<file path="src/rtl/zlib_pkg.sv">
// Shared constants for the zlib bitstream controller: field widths, FSM
// state encoding and the byte bit-reversal helper.
package zlib_pkg;

  localparam int DATA_WD = 32;
  localparam int NUMB_WD = 5;

  localparam logic [2:0] S_IDLE = 3'd0;
  localparam logic [2:0] S_HDR  = 3'd1;
  localparam logic [2:0] S_DATA = 3'd2;
  localparam logic [2:0] S_BPAD = 3'd3;
  localparam logic [2:0] S_ADLR = 3'd4;
  localparam logic [2:0] S_WPAD = 3'd5;
  localparam logic [2:0] S_DONE = 3'd6;

  // The packer fills LSB first, so byte-oriented fields are bit-reversed to land verbatim.
  function automatic logic [7:0] rev8(input logic [7:0] b);
    logic [7:0] r;
    for (int i = 0; i < 8; i++) begin
      r[i] = b[7-i];
    end
    return r;
  endfunction

endpackage

</file>
<file path="src/rtl/zlib_bs_ctrl.sv">
// zlib stream sequencer: emits header, code fields, byte pad, Adler-32 trailer
// and final word pad as fields for an adjacent bit packer.
module zlib_bs_ctrl #(
  parameter int DATA_WD = zlib_pkg::DATA_WD,
  parameter int NUMB_WD = zlib_pkg::NUMB_WD
) (
  input  logic               clk,
  input  logic               rstn,
  input  logic               start_i,
  input  logic [15:0]        cmf_flg_i,
  input  logic               cod_val_i,
  output logic               cod_rdy_o,
  input  logic [DATA_WD-1:0] cod_dat_i,
  input  logic [NUMB_WD-1:0] cod_numb_i,
  input  logic               cod_last_i,
  input  logic               adler_val_i,
  input  logic [31:0]        adler_i,
  output logic               pk_val_o,
  output logic [DATA_WD-1:0] pk_dat_o,
  output logic [NUMB_WD-1:0] pk_numb_o,
  output logic               busy_o,
  output logic               done_o,
  output logic [2:0]         last_bytes_o
);
  import zlib_pkg::*;

  logic [2:0]         r_state;
  logic [15:0]        r_hdr;
  logic [4:0]         r_pos;
  logic               r_pk_val;
  logic [DATA_WD-1:0] r_pk_dat;
  logic [NUMB_WD-1:0] r_pk_numb;
  logic [2:0]         r_last_bytes;

  logic [2:0]         w_state_next;
  logic               w_emit;
  logic [DATA_WD-1:0] w_dat;
  logic [NUMB_WD-1:0] w_numb;
  logic [DATA_WD-1:0] w_mask;

  assign w_mask = {DATA_WD{1'b1}} >> (NUMB_WD'(DATA_WD - 1) - cod_numb_i);

  always_comb begin
    w_emit       = 1'b0;
    w_dat        = '0;
    w_numb       = '0;
    w_state_next = r_state;
    case (r_state)
      S_IDLE: if (start_i) w_state_next = S_HDR;
      S_HDR: begin
        w_emit       = 1'b1;
        w_dat        = DATA_WD'({rev8(r_hdr[15:8]), rev8(r_hdr[7:0])});
        w_numb       = NUMB_WD'(15);
        w_state_next = S_DATA;
      end
      S_DATA: if (cod_val_i) begin
        w_emit = 1'b1;
        w_dat  = cod_dat_i & w_mask;
        w_numb = cod_numb_i;
        if (cod_last_i) w_state_next = S_BPAD;
      end
      S_BPAD: begin
        if (r_pos[2:0] != 3'd0) begin
          w_emit = 1'b1;
          w_numb = NUMB_WD'(3'd7 - r_pos[2:0]);
        end
        w_state_next = S_ADLR;
      end
      S_ADLR: if (adler_val_i) begin
        w_emit       = 1'b1;
        w_dat        = DATA_WD'({rev8(adler_i[31:24]), rev8(adler_i[23:16]),
                                 rev8(adler_i[15:8]),  rev8(adler_i[7:0])});
        w_numb       = NUMB_WD'(31);
        w_state_next = S_WPAD;
      end
      S_WPAD: begin
        if (r_pos != 5'd0) begin
          w_emit = 1'b1;
          w_numb = NUMB_WD'(5'd31 - r_pos);
        end
        w_state_next = S_DONE;
      end
      S_DONE:  w_state_next = S_IDLE;
      default: w_state_next = S_IDLE;
    endcase
  end

  always_ff @(posedge clk or negedge rstn) begin
    if (!rstn) begin
      r_state      <= S_IDLE;
      r_hdr        <= '0;
      r_pos        <= '0;
      r_pk_val     <= 1'b0;
      r_pk_dat     <= '0;
      r_pk_numb    <= '0;
      r_last_bytes <= '0;
    end else begin
      r_state   <= w_state_next;
      r_pk_val  <= w_emit;
      r_pk_dat  <= w_dat;
      r_pk_numb <= w_numb;
      if (r_state == S_IDLE) begin
        r_pos <= '0;
        if (start_i) begin
          r_hdr        <= cmf_flg_i;
          r_last_bytes <= '0;
        end
      end else if (w_emit) begin
        r_pos <= r_pos + 5'(w_numb) + 5'd1;
      end
      // pos is byte aligned here, so its top bits count the bytes already in the word
      if (r_state == S_WPAD) begin
        r_last_bytes <= (r_pos == 5'd0) ? 3'd4 : {1'b0, r_pos[4:3]};
      end
    end
  end

  assign pk_val_o     = r_pk_val;
  assign pk_dat_o     = r_pk_dat;
  assign pk_numb_o    = r_pk_numb;
  assign last_bytes_o = r_last_bytes;
  assign cod_rdy_o    = (r_state == S_DATA);
  assign busy_o       = (r_state != S_IDLE);
  assign done_o       = (r_state == S_DONE);

endmodule

</file>
<file path="config.mk">
export PLATFORM = sky130hd
export DESIGN_NAME = zlib_bs_ctrl
export DESIGN_NICKNAME = d
export VERILOG_FILES = /design/src/rtl/zlib_pkg.sv /design/src/rtl/zlib_bs_ctrl.sv
export SDC_FILE = /design/constraint.sdc
export NUM_CORES = 1
export LEC_CHECK = 0
export CELL_PAD_IN_SITES_DETAIL_PLACEMENT = 0
export CELL_PAD_IN_SITES_GLOBAL_PLACEMENT = 1
export CORE_AREA = 2 2 72 109
export DETAILED_ROUTE_END_ITERATION = 8
export DIE_AREA = 0 0 74 111
export DONT_BUFFER_PORTS = 1
export PLACE_DENSITY = 0.73
export RECOVER_POWER = 100
export SETUP_SLACK_MARGIN = 0.02
export SYNTH_ARGS = -nofsm -noshare
export SYNTH_HDL_FRONTEND = slang
export SYNTH_SLANG_ARGS = --single-unit
</file>
<file path="constraint.sdc">
create_clock -name clk -period 3.75 [get_ports clk]
set_input_delay 1.125 -clock clk [delete_from_list [all_inputs] [get_ports clk]]
set_output_delay 1.125 -clock clk [all_outputs]
set_load 0.05 [all_outputs]
</file>
==> qor.yml <==
timing:
  tns_ns: 0
  maxSlewHeadroom_pct: -13.68
  hold_viol_final: 0
  final.period_utilization_pct: 90.55
  clock-skew-final_ns: 0.004277
  timing_max_transition_violations_final: 57
  timing_worst_slew_pin_value_ns: 1.699
  finalSetupViolations: 0
  achievable-frequency_mhz: 294.5
  rsz0062_at_grt: "no"
  finalCriticalPeriod_ns: 3.395
worst_setup_path:
  cp_data_required_time_ns: 2.62
  path_delay_family: "simple AND/OR/NAND/NOR gates"
  critical-path-slowest-cell: "sky130_fd_sc_hd__nor3_1"
  start_kind: "register"
  worstPathArrival_ns: 2.27
  path_cells: "inv_1 > nor3_1"
  cp_max_fo: 13
  worstSetupPathType: "reg -> out"
  path_buf_inv: 1
  crit_path_max_incr_delay_ns: 1.21
  critPathCaptureType: "output port"
floorplanning:
  rows: 39
  die_y_um: 111
  boundaryPins: 135
  chipWidth_um: 74
  fp.dieArea_um2: 8214
  start_util_pct: 43.47
  fp.coreArea_um2: 7368
layout:
  areaGrowthSynthToFinish_pct: 8.594
  final_net_count: 388
  postLayoutCoreUtil_pct: 47.21
  drive_gt1_share_pct: 13.61
  finalInstanceArea_um2: 3478
detailed_routing:
  drt_iter0_drc: 108
  routedWlPerCell_um: 21.43
  vias_per_cell: 5.940
  dr_total_vias: 2364
  drc_errors: 0
  antenna_left: 0
  wl_um: 8529
  drtPass1Iterations: 4
clock_tree:
  postCtsSetupRepairBufs: 0
  numCtsBuffers: 9
  cts-root-buf: "sky130_fd_sc_hd__clkbuf_16"
  clock_insertion_delay_worst_skew_ns: 0.33
  clock_sinks: 65
  cts-resized-gates: 0
  ctsLongestPathBuffers: 2
  cts_tree: "built"
  clock_tree.htree_level_count: 3
  cts-hold-fix-buffers: 0
  clkTransAtPathRegs_ns: 0.05
pwr:
  p_per_area_nw_per_um2: 946.8
  total_leakage_power_nw: 1.550
  design_power_total_mw: 3.293
  worst_ir_drop_vdd_uv: 450.9
synth:
  synth_async_sr_flop_share_pct: 100.0
  mappedNetlistNets: 390
  yosysUniqueCellTypes: 54
  synthFlopType: "sky130_fd_sc_hd__dfrtp_1"
  number_of_flops_mapped_to_enable_cells_by_yosys: 0
  ys_ff_latch: 65
  synthDominantCellAreaShare_pct: 50.78
  synth_cells: 292
  syn_area_um2: 3203
  most_frequent_cell_after_synthesis: "sky130_fd_sc_hd__dfrtp_1"
  synth_top_cells_by_area: "sky130_fd_sc_hd__dfrtp_1 (51%), sky130_fd_sc_hd__mux2_2 (5.6%), sky130_fd_sc_hd__nand2_1 (4.1%)"
  synth_area_leader: "sky130_fd_sc_hd__dfrtp_1"
  synth-warning-count: 0
  netlist_top_cells_count: "sky130_fd_sc_hd__dfrtp_1 (65), sky130_fd_sc_hd__nand2_1 (35), sky130_fd_sc_hd__o21ai_0 (20), sky130_fd_sc_hd__mux2_2 (16), sky130_fd_sc_hd__clkbuf_1 (13)"
  synthesis.area_per_instance_um2: 10.97
  yosysSeqAreaShare_pct: 50.78
grt:
  grt_use_total_pct: 21.70
  grt_first_pass_wirelength_um: 13190
  number_of_antenna_violations_at_the_first_check_in_global_routing: 2
  gr-total-overflow: 0
  first_global_vias: 2515
  grt_max_degree: 66
placement:
  place_congestion: 0.8419
  placement.cell_area_um2: 3256
  port_buffers: 0
  place_hpwl_um: 6123
hold_path:
  min_path_type: "in -> async"
outcome:
  violated_checks: "capacitance limit, slew limit"
  result_of_the_run: "complete, but fails checks"
run:
  timing.max_cap.violations: 3
worst paths after layout:
kind,endpoint,cells after the start,from,slack (ns)
min in group clk,r_hdr[14],1,r_hdr[14],0.50
max in group asynchronous,pk_numb_o[0],0,rstn,3.16
worst min-delay path,pk_dat_o[16],0,rstn,0.49
worst min register to register,r_hdr[14],1,r_hdr[14],0.50
worst max-delay path,cod_rdy_o,2,r_state[1],0.35
worst max register to register,r_pos[4],7,r_state[0],0.42
cell type report:
type | instances | area [um^2]
inverter | 9 | 33.78
tap | 102 | 127.6
clock inverter | 3 | 17.52
multi-input combinational | 197 | 1376
sequential | 65 | 1627
fill | 699 | 3890
timing repair buffer | 8 | 45.04
antenna | 2 | 5.005
clock buffer | 12 | 246.5
per-stage QoR:
stage | setup WS (ns) | cells | hold WS (ns)
6_report | 0.3545 | 398 | 0.4905
5_1_grt | 0.2171 | 398 | 0.4755
2_1_floorplan | 0.5432 | 292 | 0.4697
3_3_place_gp | 0.5129 | 381 | 0.4865
3_5_place_dp | 0.4958 | 381 | 0.4923
4_1_cts | 0.5764 | 396 | 0.4769
flip-flops by register name (all words and copies together), names as in the netlist:
name,cells
last_bytes_o,3
r_pos,5
pk_numb_o,5
pk_dat_o,32
pk_val_o,1
r_hdr,16
r_state,3
cell families after synthesis:
logic type | after synthesis | share of synthesized area [%]
compound gates | 84 | 19.45
xor+xnor | 3 | 0.8205
fa+ha+maj | 7 | 2.969
buf+inv | 30 | 5.430
flops | 65 | 50.78
mux | 17 | 5.937
simple gates | 86 | 14.61
routing by layer:
metal	vias up	track usage (%)	share of wire (%)
li1	1074	-	-
met1	1169	23.26	35
met2	102	37.20	55
met3	19	6.000	7.1
met4	0	11.64	3.6
met5	-	0	0
cells in the final DEF, fill, tap and decap left out, drive strengths merged, types with 2 or more instances in the layout:
cell type,netlist,final
o21a,2,2
nand2b,6,6
a221o,6,6
clkinv,0,2
a22oi,10,10
a32o,8,8
or3,5,5
and3b,2,2
o21ai,21,21
a21o,5,5
nor2,10,10
nand2,35,35
diode,0,2
a31oi,7,7
inv,9,9
nand3b,3,3
ha,6,6
and3,3,3
xnor2,2,2
o22ai,2,2
clkbuf,17,16
o311a,3,3
buf,3,4
dfrtp,65,65
or2,2,2
and4bb,2,2
nand3,7,7
nor2b,2,2
nor3,2,2
a21oi,7,7
o211ai,4,4
a22o,2,2
mux2,16,16
and2,3,3
power breakdown:
part,total [mW],switching (mW),internal [mW]
clock network,0.745,0.286,0.459
logic,0.994,0.550,0.445
registers,1.55,0.611,0.943
total,3.29,1.45,1.85
No activity file was read; power rests on OpenSTA's default activity.
